`src/rtl/lc3_mem_arbiter_if.sv`:
```
// Bus bundle between the LC-3 memory arbiter and its two requesters plus the memory port.
// slave is the arbiter's view; master is the requester/memory side.
interface lc3_mem_arbiter_if #(
    parameter int AW = 16,
    parameter int DW = 16
);
    logic          cpu_req;
    logic          cpu_we;
    logic [AW-1:0] cpu_addr;
    logic [DW-1:0] cpu_wdata;
    logic          cpu_rdy;
    logic [DW-1:0] cpu_rdata;

    logic          dma_req;
    logic          dma_we;
    logic [AW-1:0] dma_addr;
    logic [DW-1:0] dma_wdata;
    logic          dma_rdy;
    logic [DW-1:0] dma_rdata;

    logic          mem_en;
    logic          mem_we;
    logic [AW-1:0] mem_addr;
    logic [DW-1:0] mem_wdata;
    logic [DW-1:0] mem_rdata;

    logic          busy;
    logic          grant_dma;

    modport slave (
        input  cpu_req, cpu_we, cpu_addr, cpu_wdata,
        input  dma_req, dma_we, dma_addr, dma_wdata,
        input  mem_rdata,
        output cpu_rdy, cpu_rdata, dma_rdy, dma_rdata,
        output mem_en, mem_we, mem_addr, mem_wdata,
        output busy, grant_dma
    );

    modport master (
        output cpu_req, cpu_we, cpu_addr, cpu_wdata,
        output dma_req, dma_we, dma_addr, dma_wdata,
        output mem_rdata,
        input  cpu_rdy, cpu_rdata, dma_rdy, dma_rdata,
        input  mem_en, mem_we, mem_addr, mem_wdata,
        input  busy, grant_dma
    );
endinterface

```
`src/rtl/lc3_mem_arbiter.sv`:
```
// Round-robin arbiter sharing the LC-3 memory port between the CPU and a DMA engine.
// Each grant runs a fixed MEM_LAT-cycle access followed by a one-cycle ready pulse.
module lc3_mem_arbiter #(
    parameter int MEM_LAT = 2,
    parameter int AW      = 16,
    parameter int DW      = 16
) (
    input  logic              clk,
    input  logic              rst,
    lc3_mem_arbiter_if.slave  bus
);
    // state  | meaning
    // IDLE   | arbitrate between pending requests
    // ACCESS | drive latched request onto memory for MEM_LAT cycles
    // DONE   | one-cycle ready pulse to the owner
    typedef enum logic [1:0] {IDLE, ACCESS, DONE} stateType;

    localparam int CW = (MEM_LAT > 1) ? $clog2(MEM_LAT) : 1;
    localparam logic [CW-1:0] CNT_INIT = CW'(MEM_LAT - 1);

    stateType      stateQ, stateNext;
    logic [CW-1:0] cntQ, cntNext;
    logic [DW-1:0] rdataQ;
    logic          lastGrantDma;
    logic          grantDmaQ;
    logic          weQ;
    logic [AW-1:0] addrQ;
    logic [DW-1:0] wdataQ;

    logic          doGrant;
    logic          grantSel;
    logic          captureRd;
    logic          memEn;
    logic          memWe;
    logic          cpuRdy;
    logic          dmaRdy;

    always_ff @(posedge clk or posedge rst) begin
        if (rst) begin
            stateQ <= IDLE;
            cntQ   <= '0;
        end else begin
            stateQ <= stateNext;
            cntQ   <= cntNext;
        end
    end

    always_comb begin
        stateNext = stateQ;
        cntNext   = cntQ;
        doGrant   = 1'b0;
        grantSel  = 1'b0;
        captureRd = 1'b0;
        memEn     = 1'b0;
        memWe     = 1'b0;
        cpuRdy    = 1'b0;
        dmaRdy    = 1'b0;
        case (stateQ)
            IDLE: begin
                if (bus.cpu_req || bus.dma_req) begin
                    doGrant   = 1'b1;
                    // on a tie the requester that did not win last time goes first
                    grantSel  = (bus.cpu_req && bus.dma_req) ? ~lastGrantDma : bus.dma_req;
                    cntNext   = CNT_INIT;
                    stateNext = ACCESS;
                end
            end
            ACCESS: begin
                memEn = 1'b1;
                memWe = weQ;
                if (cntQ != '0) begin
                    cntNext = cntQ - CW'(1);
                end else begin
                    captureRd = ~weQ;
                    stateNext = DONE;
                end
            end
            DONE: begin
                cpuRdy    = ~grantDmaQ;
                dmaRdy    = grantDmaQ;
                stateNext = IDLE;
            end
            default: stateNext = IDLE;
        endcase
    end

    always_ff @(posedge clk or posedge rst) begin
        if (rst) begin
            rdataQ       <= '0;
            lastGrantDma <= 1'b1;
            grantDmaQ    <= 1'b0;
            weQ          <= 1'b0;
            addrQ        <= '0;
            wdataQ       <= '0;
        end else begin
            if (doGrant) begin
                lastGrantDma <= grantSel;
                grantDmaQ    <= grantSel;
                weQ          <= grantSel ? bus.dma_we    : bus.cpu_we;
                addrQ        <= grantSel ? bus.dma_addr  : bus.cpu_addr;
                wdataQ       <= grantSel ? bus.dma_wdata : bus.cpu_wdata;
            end
            if (captureRd) begin
                rdataQ <= bus.mem_rdata;
            end
        end
    end

    assign bus.mem_en    = memEn;
    assign bus.mem_we    = memWe;
    assign bus.mem_addr  = addrQ;
    assign bus.mem_wdata = wdataQ;
    assign bus.cpu_rdy   = cpuRdy;
    assign bus.dma_rdy   = dmaRdy;
    assign bus.cpu_rdata = rdataQ;
    assign bus.dma_rdata = rdataQ;
    assign bus.busy      = (stateQ != IDLE);
    assign bus.grant_dma = grantDmaQ;
endmodule

```
`src/flat_wrapper.sv`:
```
// flat-port wrapper written by rule: the top's interface ports become plain ports
module lc3_mem_arbiter_flat 
#(
    parameter int MEM_LAT = 2,
    parameter int AW      = 16,
    parameter int DW      = 16
)
  (clk, rst, bus_cpu_req, bus_cpu_we, bus_cpu_addr, bus_cpu_wdata, bus_dma_req, bus_dma_we, bus_dma_addr, bus_dma_wdata, bus_mem_rdata, bus_cpu_rdy, bus_cpu_rdata, bus_dma_rdy, bus_dma_rdata, bus_mem_en, bus_mem_we, bus_mem_addr, bus_mem_wdata, bus_busy, bus_grant_dma);
  lc3_mem_arbiter_if #(.AW(AW), .DW(DW)) bus_i ();
  input  logic clk;
  input  logic rst;
  input wire logic [$bits(bus_i.cpu_req)-1:0] bus_cpu_req;
  input wire logic [$bits(bus_i.cpu_we)-1:0] bus_cpu_we;
  input wire logic [$bits(bus_i.cpu_addr)-1:0] bus_cpu_addr;
  input wire logic [$bits(bus_i.cpu_wdata)-1:0] bus_cpu_wdata;
  input wire logic [$bits(bus_i.dma_req)-1:0] bus_dma_req;
  input wire logic [$bits(bus_i.dma_we)-1:0] bus_dma_we;
  input wire logic [$bits(bus_i.dma_addr)-1:0] bus_dma_addr;
  input wire logic [$bits(bus_i.dma_wdata)-1:0] bus_dma_wdata;
  input wire logic [$bits(bus_i.mem_rdata)-1:0] bus_mem_rdata;
  output wire logic [$bits(bus_i.cpu_rdy)-1:0] bus_cpu_rdy;
  output wire logic [$bits(bus_i.cpu_rdata)-1:0] bus_cpu_rdata;
  output wire logic [$bits(bus_i.dma_rdy)-1:0] bus_dma_rdy;
  output wire logic [$bits(bus_i.dma_rdata)-1:0] bus_dma_rdata;
  output wire logic [$bits(bus_i.mem_en)-1:0] bus_mem_en;
  output wire logic [$bits(bus_i.mem_we)-1:0] bus_mem_we;
  output wire logic [$bits(bus_i.mem_addr)-1:0] bus_mem_addr;
  output wire logic [$bits(bus_i.mem_wdata)-1:0] bus_mem_wdata;
  output wire logic [$bits(bus_i.busy)-1:0] bus_busy;
  output wire logic [$bits(bus_i.grant_dma)-1:0] bus_grant_dma;
  assign bus_i.cpu_req = bus_cpu_req;
  assign bus_i.cpu_we = bus_cpu_we;
  assign bus_i.cpu_addr = bus_cpu_addr;
  assign bus_i.cpu_wdata = bus_cpu_wdata;
  assign bus_i.dma_req = bus_dma_req;
  assign bus_i.dma_we = bus_dma_we;
  assign bus_i.dma_addr = bus_dma_addr;
  assign bus_i.dma_wdata = bus_dma_wdata;
  assign bus_i.mem_rdata = bus_mem_rdata;
  assign bus_cpu_rdy = bus_i.cpu_rdy;
  assign bus_cpu_rdata = bus_i.cpu_rdata;
  assign bus_dma_rdy = bus_i.dma_rdy;
  assign bus_dma_rdata = bus_i.dma_rdata;
  assign bus_mem_en = bus_i.mem_en;
  assign bus_mem_we = bus_i.mem_we;
  assign bus_mem_addr = bus_i.mem_addr;
  assign bus_mem_wdata = bus_i.mem_wdata;
  assign bus_busy = bus_i.busy;
  assign bus_grant_dma = bus_i.grant_dma;
  lc3_mem_arbiter #(.MEM_LAT(MEM_LAT), .AW(AW), .DW(DW)) u_core (.clk(clk), .rst(rst), .bus(bus_i));
endmodule
```
`config.mk`:
```
export PLATFORM = sky130hd
export DESIGN_NAME = lc3_mem_arbiter_flat
export DESIGN_NICKNAME = d
export VERILOG_FILES = /design/src/rtl/lc3_mem_arbiter_if.sv /design/src/rtl/lc3_mem_arbiter.sv /design/src/flat_wrapper.sv
export SDC_FILE = /design/constraint.sdc
export NUM_CORES = 1
export LEC_CHECK = 0
export CORE_UTILIZATION = 39
export CTS_CLUSTER_DIAMETER = 30
export DETAILED_ROUTE_END_ITERATION = 8
export PLACE_DENSITY = 0.78
export SYNTH_ARGS = -nofsm -noshare
export SYNTH_HDL_FRONTEND = slang
export SYNTH_SLANG_ARGS = --single-unit
```
`constraint.sdc`:
```
create_clock -name clk -period 2.1 [get_ports clk]
set_input_delay 0.42 -clock clk [delete_from_list [all_inputs] [get_ports clk]]
set_output_delay 0.42 -clock clk [all_outputs]
set_load 0.05 [all_outputs]
```
==> results of run 1 <==
## layer usage
metal	vias to the layer above	GRT usage [%]	wire length (microns)
li1	1162	-	-
met1	1245	25.8	3370
met2	118	40.3	3970
met3	11	5.33	587
met4	0	4.55	104
met5	-	0	0
## registers in the layout (all words and copies together) (netlist names)
signal,count
u_core.bus.cpu_rdata,16
u_core.cntQ,1
u_core.bus.mem_addr,16
u_core.lastGrantDma,1
u_core.weQ,1
u_core.bus.grant_dma,1
u_core.bus.mem_wdata,16
u_core.stateQ,2
## power by group through the flow
stage          Sequential, mW  Combinational (mW)  Clock [mW]
2_1_floorplan            3.64                2.40           0
3_3_place_gp             1.99                5.78           0
3_5_place_dp             2.00                5.87           0
4_1_cts                  1.99                5.87       0.585
5_1_grt                  2.05                6.10       0.629
6_report                 1.99                5.84       0.563
## synth_stat cells (2+ instances only)
cell	n	area, sq um
a21o_1	2	15.0
clkbuf_1	11	41.3
nand2_1	5	18.8
and4_1	33	289
nor3b_1	34	255
inv_1	2	7.51
mux2_2	16	180
dfrtp_1	53	1330
a221o_1	33	330
buf_2	11	55.1
buf_4	16	120
## path summary, 6_finish.rpt
path	start	endpoint	slack, ps	depth (start not counted)
max	u_core.bus.grant_dma	bus_grant_dma	120	1
min	rst	u_core.bus.mem_addr[12]	380	2
max reg2reg	u_core.stateQ[1]	u_core.bus.mem_wdata[14]	330	5
min reg2reg	u_core.bus.mem_addr[4]	u_core.bus.mem_addr[4]	520	1
max in group asynchronous	rst	u_core.lastGrantDma	1190	3
min in group clk	u_core.bus.mem_addr[4]	u_core.bus.mem_addr[4]	520	1
## kinds of logic (layout without fill, tap and decap cells)
kind of cell / Yosys count / in the layout / synth area share [%]
simple gates: 81 / 81 / 23.2
flops: 54 / 54 / 48.9
buf+inv: 42 / 186 / 8.64
compound gates: 36 / 36 / 12.8
mux: 16 / 16 / 6.51
## metrics by stage
step | hold WS [ps] | util [%] | setup slack [ps] | instance area [sq um]
3_3_place_gp | 497 | 64.3 | 225 | 4390
6_report | 379 | 65.5 | 117 | 4480
2_1_floorplan | 494 | - | 211 | 2770
5_1_grt | 391 | 65.5 | 53.5 | 4480
3_5_place_dp | 499 | 64.3 | 171 | 4390
4_1_cts | 386 | 65.5 | 102 | 4480
## layout make-up
class | instances | area share, %
timing repair buffer | 176 | 38.5
sequential | 54 | 30.2
multi-input combinational | 133 | 26.5
tap | 96 | 2.68
clock buffer | 5 | 1.54
clock inverter | 2 | 0.335
inverter | 3 | 0.252
==> impl_metrics.yaml, run 1 <==
cells_and_area:
  nFillCells: 552
  multiInputGateArea_sq_mm: 0.00119
  drive_gt1_share_pct: 15.8
  n_antenna_cell: 0
  layout.nets: 459
  final_common_cell: "clkdlybuf4s50_1"
  area_growth_pct: 61.8
  fin_cells: 469
  seqCellArea_sq_mm: 0.00135
  final_cell_mix: "150 x clkdlybuf4s50_1, 53 x dfrtp_1, 33 x nor3b_1, 33 x and4_1, 33 x a221o_1"
logic_synthesis:
  synthDistinctLibCells: 24
  async_flop_share_pct: 100
  synth_seq_area_share_pct: 48.9
  synthFlopType: "dfrtp_1"
  ys_warn_count: 0
  synth_fp_nets: 315
  synth_cells: 229
  synth_edf_count: 0
  syn-mean-instance-area_sq_um: 12.1
  synth-seq-cells: 54
  syn_area_sq_mm: 0.00277
cts:
  ctsHoldBuffers: 0
  cts_setup_buffers: 0
  insertion_delay_ps: 300
  h-tree-depth: 2
  clockBufferDepth: 2
  clk_pin_slew_ps: 100
  cts_tree: "yes"
  numClockSinks: 54
  cts_resized: 0
  cts_root_buf: "clkbuf_8"
  cts_buffers: 5
timing:
  rsz0062_at_grt: "no"
  worst_slew_pin_slew_ps: 526
  hold_violations: 0
  fin_skew_ps: 8.98
  max-slew-margin-rel_pct: 64.8
  period_needed_ps: 1980
  setup_viol: 0
  drv_slew: 0
  fin_crit_sh_pct: 94.4
  fmax_ghz: 0.504
  setup_tns_ps: 0
die:
  dieWidth_microns: 86.2
  die-height_microns: 86.2
  start_util_pct: 40.5
  num_rows: 30
  io-pin-count: 156
  core_area_sq_mm: 0.00683
  die-area_sq_mm: 0.00743
routing:
  via_per_inst: 5.41
  ant_nets: 0
  initialDrtViolationCount: 93
  totalWireLength_mm: 8.03
  vias: 2536
  avgRoutedWirePerCell_microns: 17.1
  route.detailed.drc: 0
  first_pass_iters: 4
power_and_ir_drop:
  pwr_density_cell_mw_per_mm2: 1870
  p_switching_mw: 4.40
  finalPower_mw: 8.39
  p_sw_share_pct: 52.4
  power.share.clock_pct: 6.7
  power_leakage_nw: 1.80
  p_int_mw: 3.99
  seqPwrFrac_pct: 23.7
  ir_worst_vdd_mv: 0.791
  pwr-share-comb_pct: 69.6
global_routing:
  grt_pass1_vias: 2567
  grt_max_degree: 34
  grt_pass1_wl_mm: 12.6
  antenna_found_initial: 0
  grtUsageTotal_pct: 21.9
  overflow: 0
status:
  outcome: "finished clean"
critical_path:
  end_kind: "primary output"
  cp-start-kind: "register"
  cp_slowest_stage_delay_ps: 840
  required_ps: 1680
  crit_buf_inv: 1
  cp_max_fo: 4
  crit_chain: "clkdlybuf4s50_1"
  slowest_stage: "clkdlybuf4s50_1"
  crit_family: "buffers and inverters"
  path_class: "reg -> out"
  crit_arrival_ps: 1560
placed_design:
  portBuffers: 155
  gp_congestion: 0.747
  placed_cells: 462
  dp_hpwl_mm: 6.05
min_path:
  hp-class: "in -> async"
run:
  maxCapViolCount: 0
Power figures use the tool's default switching activity.
==> inputs of run 2 (changes only) <==
Settings changed: SLEW_MARGIN set to 40.
==> results of run 2 <==
The final DEF is identical to that of run 1; final timing and power are the same.
